File: src/rtl/vend_if.sv
// vend_if: vending controller bus; master drives key1/key2/cancel/change_rdy, slave drives po_thing/po_change/po_reject/po_credit/po_busy
interface vend_if #(parameter int CREDIT_W = 4);
  logic key1;
  logic key2;
  logic cancel;
  logic change_rdy;
  logic po_thing;
  logic po_change;
  logic po_reject;
  logic po_busy;
  logic [CREDIT_W-1:0] po_credit;
  modport master (
    output key1, key2, cancel, change_rdy,
    input  po_thing, po_change, po_reject, po_busy, po_credit
  );
  modport slave (
    input  key1, key2, cancel, change_rdy,
    output po_thing, po_change, po_reject, po_busy, po_credit
  );
endinterface

File: src/rtl/vend_ctrl_param.sv
// vend_ctrl_param: coin-credit vending FSM; ports clk, rst (sync high), bus (vend_if.slave: keys/cancel/change_rdy in, thing/change/reject/credit/busy out)
module vend_ctrl_param #(
  parameter int CREDIT_W  = 4,
  parameter int PRICE     = 5,
  parameter int COIN1_VAL = 1,
  parameter int COIN2_VAL = 2
) (
  input logic   clk,
  input logic   rst,
  vend_if.slave bus
);
  typedef enum logic [2:0] {IDLE, ACCUM, VEND, CHANGE, REFUND} state_t;
  state_t state, state_n;
  logic [CREDIT_W-1:0] credit, credit_n, change_cnt, change_cnt_n;
  logic reject, reject_n, busy, paying;
  logic [CREDIT_W:0] coin, sum, over;
  always_ff @(posedge clk) begin
    if (rst) begin
      state      <= IDLE;
      credit     <= '0;
      change_cnt <= '0;
      reject     <= 1'b0;
    end else begin
      state      <= state_n;
      credit     <= credit_n;
      change_cnt <= change_cnt_n;
      reject     <= reject_n;
    end
  end
  always_comb begin
    busy         = state inside {VEND, CHANGE, REFUND};
    paying       = state inside {CHANGE, REFUND};
    coin         = bus.key1 ? (CREDIT_W+1)'(COIN1_VAL) : bus.key2 ? (CREDIT_W+1)'(COIN2_VAL) : '0;
    sum          = {1'b0, credit} + coin;
    over         = sum - (CREDIT_W+1)'(PRICE);
    state_n      = state;
    credit_n     = credit;
    change_cnt_n = change_cnt;
    // busy states refuse every coin; otherwise only the losing key2 of a simultaneous pair
    reject_n     = busy ? (bus.key1 | bus.key2) : (bus.key1 & bus.key2);
    case (state)
      IDLE, ACCUM: begin
        if (coin != '0) begin
          state_n      = (sum >= (CREDIT_W+1)'(PRICE)) ? VEND : ACCUM;
          credit_n     = (sum >= (CREDIT_W+1)'(PRICE)) ? '0 : sum[CREDIT_W-1:0];
          change_cnt_n = (sum >= (CREDIT_W+1)'(PRICE)) ? over[CREDIT_W-1:0] : change_cnt;
        end else if (bus.cancel && state == ACCUM) begin
          state_n      = REFUND;
          change_cnt_n = credit;
          credit_n     = '0;
        end
      end
      VEND: state_n = (change_cnt != '0) ? CHANGE : IDLE;
      CHANGE, REFUND: begin
        if (change_cnt == '0) state_n = IDLE;
        else if (bus.change_rdy) begin
          change_cnt_n = change_cnt - 1'b1;
          state_n      = (change_cnt == CREDIT_W'(1)) ? IDLE : state;
        end
      end
      default: begin
        state_n  = IDLE;
        credit_n = '0;
      end
    endcase
  end
  assign bus.po_thing  = (state == VEND);
  assign bus.po_change = paying && (change_cnt != '0);
  assign bus.po_reject = reject;
  assign bus.po_credit = credit;
  assign bus.po_busy   = busy;
endmodule

File: src/flat_wrapper.sv
// flat-port wrapper written by rule: the top's interface ports become plain ports
module vend_ctrl_param_flat 
#(
  parameter int CREDIT_W  = 4,
  parameter int PRICE     = 5,
  parameter int COIN1_VAL = 1,
  parameter int COIN2_VAL = 2
)
  (clk, rst, bus_key1, bus_key2, bus_cancel, bus_change_rdy, bus_po_thing, bus_po_change, bus_po_reject, bus_po_busy, bus_po_credit);
  vend_if #(.CREDIT_W(CREDIT_W)) bus_i ();
  input logic clk;
  input logic rst;
  input wire logic [$bits(bus_i.key1)-1:0] bus_key1;
  input wire logic [$bits(bus_i.key2)-1:0] bus_key2;
  input wire logic [$bits(bus_i.cancel)-1:0] bus_cancel;
  input wire logic [$bits(bus_i.change_rdy)-1:0] bus_change_rdy;
  output wire logic [$bits(bus_i.po_thing)-1:0] bus_po_thing;
  output wire logic [$bits(bus_i.po_change)-1:0] bus_po_change;
  output wire logic [$bits(bus_i.po_reject)-1:0] bus_po_reject;
  output wire logic [$bits(bus_i.po_busy)-1:0] bus_po_busy;
  output wire logic [$bits(bus_i.po_credit)-1:0] bus_po_credit;
  assign bus_i.key1 = bus_key1;
  assign bus_i.key2 = bus_key2;
  assign bus_i.cancel = bus_cancel;
  assign bus_i.change_rdy = bus_change_rdy;
  assign bus_po_thing = bus_i.po_thing;
  assign bus_po_change = bus_i.po_change;
  assign bus_po_reject = bus_i.po_reject;
  assign bus_po_busy = bus_i.po_busy;
  assign bus_po_credit = bus_i.po_credit;
  vend_ctrl_param #(.CREDIT_W(CREDIT_W), .PRICE(PRICE), .COIN1_VAL(COIN1_VAL), .COIN2_VAL(COIN2_VAL)) u_core (.clk(clk), .rst(rst), .bus(bus_i));
endmodule
File: config.mk
export PLATFORM = sky130hd
export DESIGN_NAME = vend_ctrl_param_flat
export DESIGN_NICKNAME = d
export VERILOG_FILES = /design/src/rtl/vend_if.sv /design/src/rtl/vend_ctrl_param.sv /design/src/flat_wrapper.sv
export SDC_FILE = /design/constraint.sdc
export NUM_CORES = 1
export LEC_CHECK = 0
export ABC_AREA = 1
export ABC_CLOCK_PERIOD_IN_PS = 2150
export CAP_MARGIN = 25
export CORE_ASPECT_RATIO = 0.8
export CORE_UTILIZATION = 38
export CTS_CLUSTER_DIAMETER = 100
export CTS_CLUSTER_SIZE = 28
export DETAILED_ROUTE_END_ITERATION = 7
export PLACE_DENSITY = 0.6
export SLEW_MARGIN = 0
export SYNTH_ARGS = -nofsm -noshare
export SYNTH_HDL_FRONTEND = slang
export SYNTH_SLANG_ARGS = --single-unit
File: constraint.sdc
create_clock -name clk -period 2.15 [get_ports clk]
set_input_delay 0.215 -clock clk [delete_from_list [all_inputs] [get_ports clk]]
set_output_delay 0.215 -clock clk [all_outputs]
set_load 0.01 [all_outputs]
==> results.yml <==
outcome:
  outcome: "finished, final reports clean"
floorplanning:
  core_area_um2: 2482
  num_rows: 16
  ios: 14
  die_area_um2: 2851
  die_h_um: 47.96
  initial_core_util_pct: 40.42
  dieWidth_um: 59.46
synthesis:
  synth.cell_area_um2: 1003
  yosys.area_share.simple_pct: 42.77
  syn-mean-instance-area_um2: 6.826
  synth_compound_area_share_pct: 13.97
  yosys.area_share.adder_pct: 9.476
  ys_seq_elements: 12
  synth.distinct_cells: 28
  syn-num-nets: 160
  ys_seq_area_share_pct: 23.94
  synthXorXnorAreaFrac_pct: 0
  netlist_instances: 147
  yosys_warnings: 0
  synth_top_family_by_area: "simple AND/OR/NAND/NOR gates"
  synth_mux_area_share_pct: 0
clocking:
  htree_levels: 1
  cts_tree: "done"
  cts.clk_slew.worst_paths_ns: 0.08
  clk_path_buf_depth: 2
  root_buffer: "clkbuf_4"
  clkSinkCount: 12
  clock_latency_ns: 0.29
  hold_buffers: 0
  cts-buffers-inserted: 3
power_and_ir_drop:
  switching_share_pct: 46.18
  peakVddDrop_uv: 459.9
  power.switching_uw: 662.3
  power.internal_uw: 771.8
  leakagePower_nw: 0.6321
  power_density_nw_per_um2: 1085
  pwr-share-seq_pct: 24.5
  combPwrFrac_pct: 62.5
  clkPwrFrac_pct: 13.0
timing:
  slew_viol_final: 0
  fin_crit_ns: 2.036
  worst_slack_ns: 0.1141
  max_freq_ghz: 0.4912
  finalClockSkew_ns: 0.005429
  finalSetupViolations: 0
  finalHoldViolCount: 0
  tightest_slew_ns: 0.4645
  holdWs_ns: 0.5013
  maxSlewHeadroom_pct: 68.92
  period_share_pct: 94.69
cells_and_area:
  drive_gt1_share_pct: 28.16
  fillers: 269
  design_area_um2: 1321
  nNetsFinal: 188
  diodes: 0
  final_cell_mix: "nand2_1, inv_1, clkdlybuf4s50_1"
  instances_no_fill: 210
  area_delta_synth_final_pct: 31.67
  layout_commonest_cell: "nand2_1"
placement:
  gp_congestion: 0.8703
  dp_cells: 204
  port_buffers: 13
  dp_hpwl_mm: 1.849
  placed_area_um2: 1239
  dp_worst_setup_slack_ns: -0.3595
critical_path:
  arrival_ns: 2.22
  r2r-start: "u_core.bus.po_credit[0]"
  endpoint_kind: "flip-flop"
  setup.worst_path.class: "reg -> reg"
  critPathMaxFanout: 5
  critPathRequiredTime_ns: 2.33
  critPathLaunchType: "flip-flop"
  crit_path_start: "u_core.bus.po_credit[0]"
drt:
  drt_iter0_drc: 26
  vias: 998
  wl_per_cell_um: 11.54
  drt_pass1_iterations: 4
  ant_nets: 0
  drcViolationCount: 0
  wirelength_mm: 2.424
  via_per_inst: 4.752
worst_hold_path:
  min_path_type: "reg -> reg"
  hold_start: "u_core.change_cnt[1]"
global_routing:
  grt_overflow: 0
  grt_pass1_wl_mm: 3.788
  grt_max_degree: 10
  antenna_found_initial: 0
  track_usage_pct: 18.43
  grt_pass1_vias: 840
job:
  max_cap_violations: 0
[worst paths after layout]
path                     endpoint  slack, ns  cells after the start
min reg2reg  u_core.change_cnt[1]       0.50                      2
max reg2reg  u_core.change_cnt[3]       0.11                     12
max          u_core.change_cnt[3]       0.11                     12
min          u_core.change_cnt[1]       0.50                      2
[through the flow]
step                      power, mW  setup TNS, ns  utilization, %
after detailed placement      1.179         -2.811           49.90
after floorplan              0.9394              0               -
after CTS                     1.371              0           51.31
final                         1.434              0           53.23
after global placement        1.175         -2.138           49.90
after global routing          1.582       -0.02024           53.23
[layer usage]
metal / routed length, um / share of wire [%] / global-route usage, % / vias to the layer above
li1: - / - / - / 538
met2: 1031 / 43 / 26.97 / 20
met5: 0 / 0 / 0 / -
met3: 114 / 4.7 / 5.676 / 3
met4: 10 / 0.41 / 2.857 / 0
met1: 1268 / 52 / 26.75 / 437
[registers in the layout, summed over array words and instances (netlist names)]
name,flops
u_core.bus.po_credit,4
u_core.state,3
u_core.bus.po_reject,1
u_core.change_cnt,4
[final cells by class]
cell class / instances / area [um^2] / area share [%]
Multi-Input combinational cell: 111 / 703.2 / 53.22
Clock buffer: 4 / 36.28 / 2.746
Inverter: 25 / 98.84 / 7.481
Timing Repair Buffer: 22 / 196.4 / 14.87
Tap cell: 36 / 45.04 / 3.409
Sequential cell: 12 / 241.5 / 18.28
[power by group through the flow]
stage                     combinational (mW)  sequential (mW)  clock, mW
after global placement                 0.824            0.351          0
after global routing                    1.01            0.364      0.208
after detailed placement               0.827            0.353          0
after floorplan                        0.593            0.347          0
after CTS                              0.831            0.347      0.193
final                                  0.897            0.351      0.186
[synth_stat cells]
library cell	n	area, um^2
nand2_1	33	123.9
inv_1	16	60.06
nand3_1	13	65.06
dfxtp_1	12	240.2
nor2_1	12	45.04
a21oi_1	9	45.04
inv_2	7	26.28
o21ai_0	7	35.03
ha_1	6	75.07
nand2_2	5	31.28
nand4_1	3	18.77
nand2_4	2	22.52
nand3_2	2	20.02
nand3_4	2	35.03
nand3b_1	2	15.01
nor2_2	2	12.51
nor3_1	2	10.01
o21ai_2	2	17.52
a211oi_2	1	12.51
a21oi_4	1	16.27
a31oi_1	1	6.260
clkinv_1	1	3.750
clkinv_4	1	8.760
fa_1	1	20.02
nand4_2	1	12.51
nor2_4	1	11.26
o21a_1	1	7.510
or2_2	1	6.260
[cell families (layout without fill, tap and decap cells)]
family / Yosys count / after routing
buffers and inverters: 25 / 51
AOI/OAI and AO/OA: 22 / 22
DFF: 12 / 12
adders and majority gates: 7 / 7
and+or+nand+nor: 81 / 82
[timing repair]
item                                    in CTS  in global routing
pin swaps                                    0                  3
resized for setup                            1                  8
endpoints found under the setup margin       5                  9
gates cloned                                 0                  1
endpoints found under the hold margin        0                  0
buffers inserted                             0                  1
[worst max-delay path, cell delays in order, from the launching register on]
cell and delay [ns]:
dfxtp_2 0.34, ha_4 0.16, fa_1 0.55, inv_2 0.06, ha_1 0.21, nand3_2 0.07, o21ai_2 0.07, inv_2 0.10
nand3_4 0.12, nand2_2 0.11, nand2_1 0.05, nand2_1 0.05, nor2_1 0.04
Note: power is estimated with default switching activity, not from simulation.
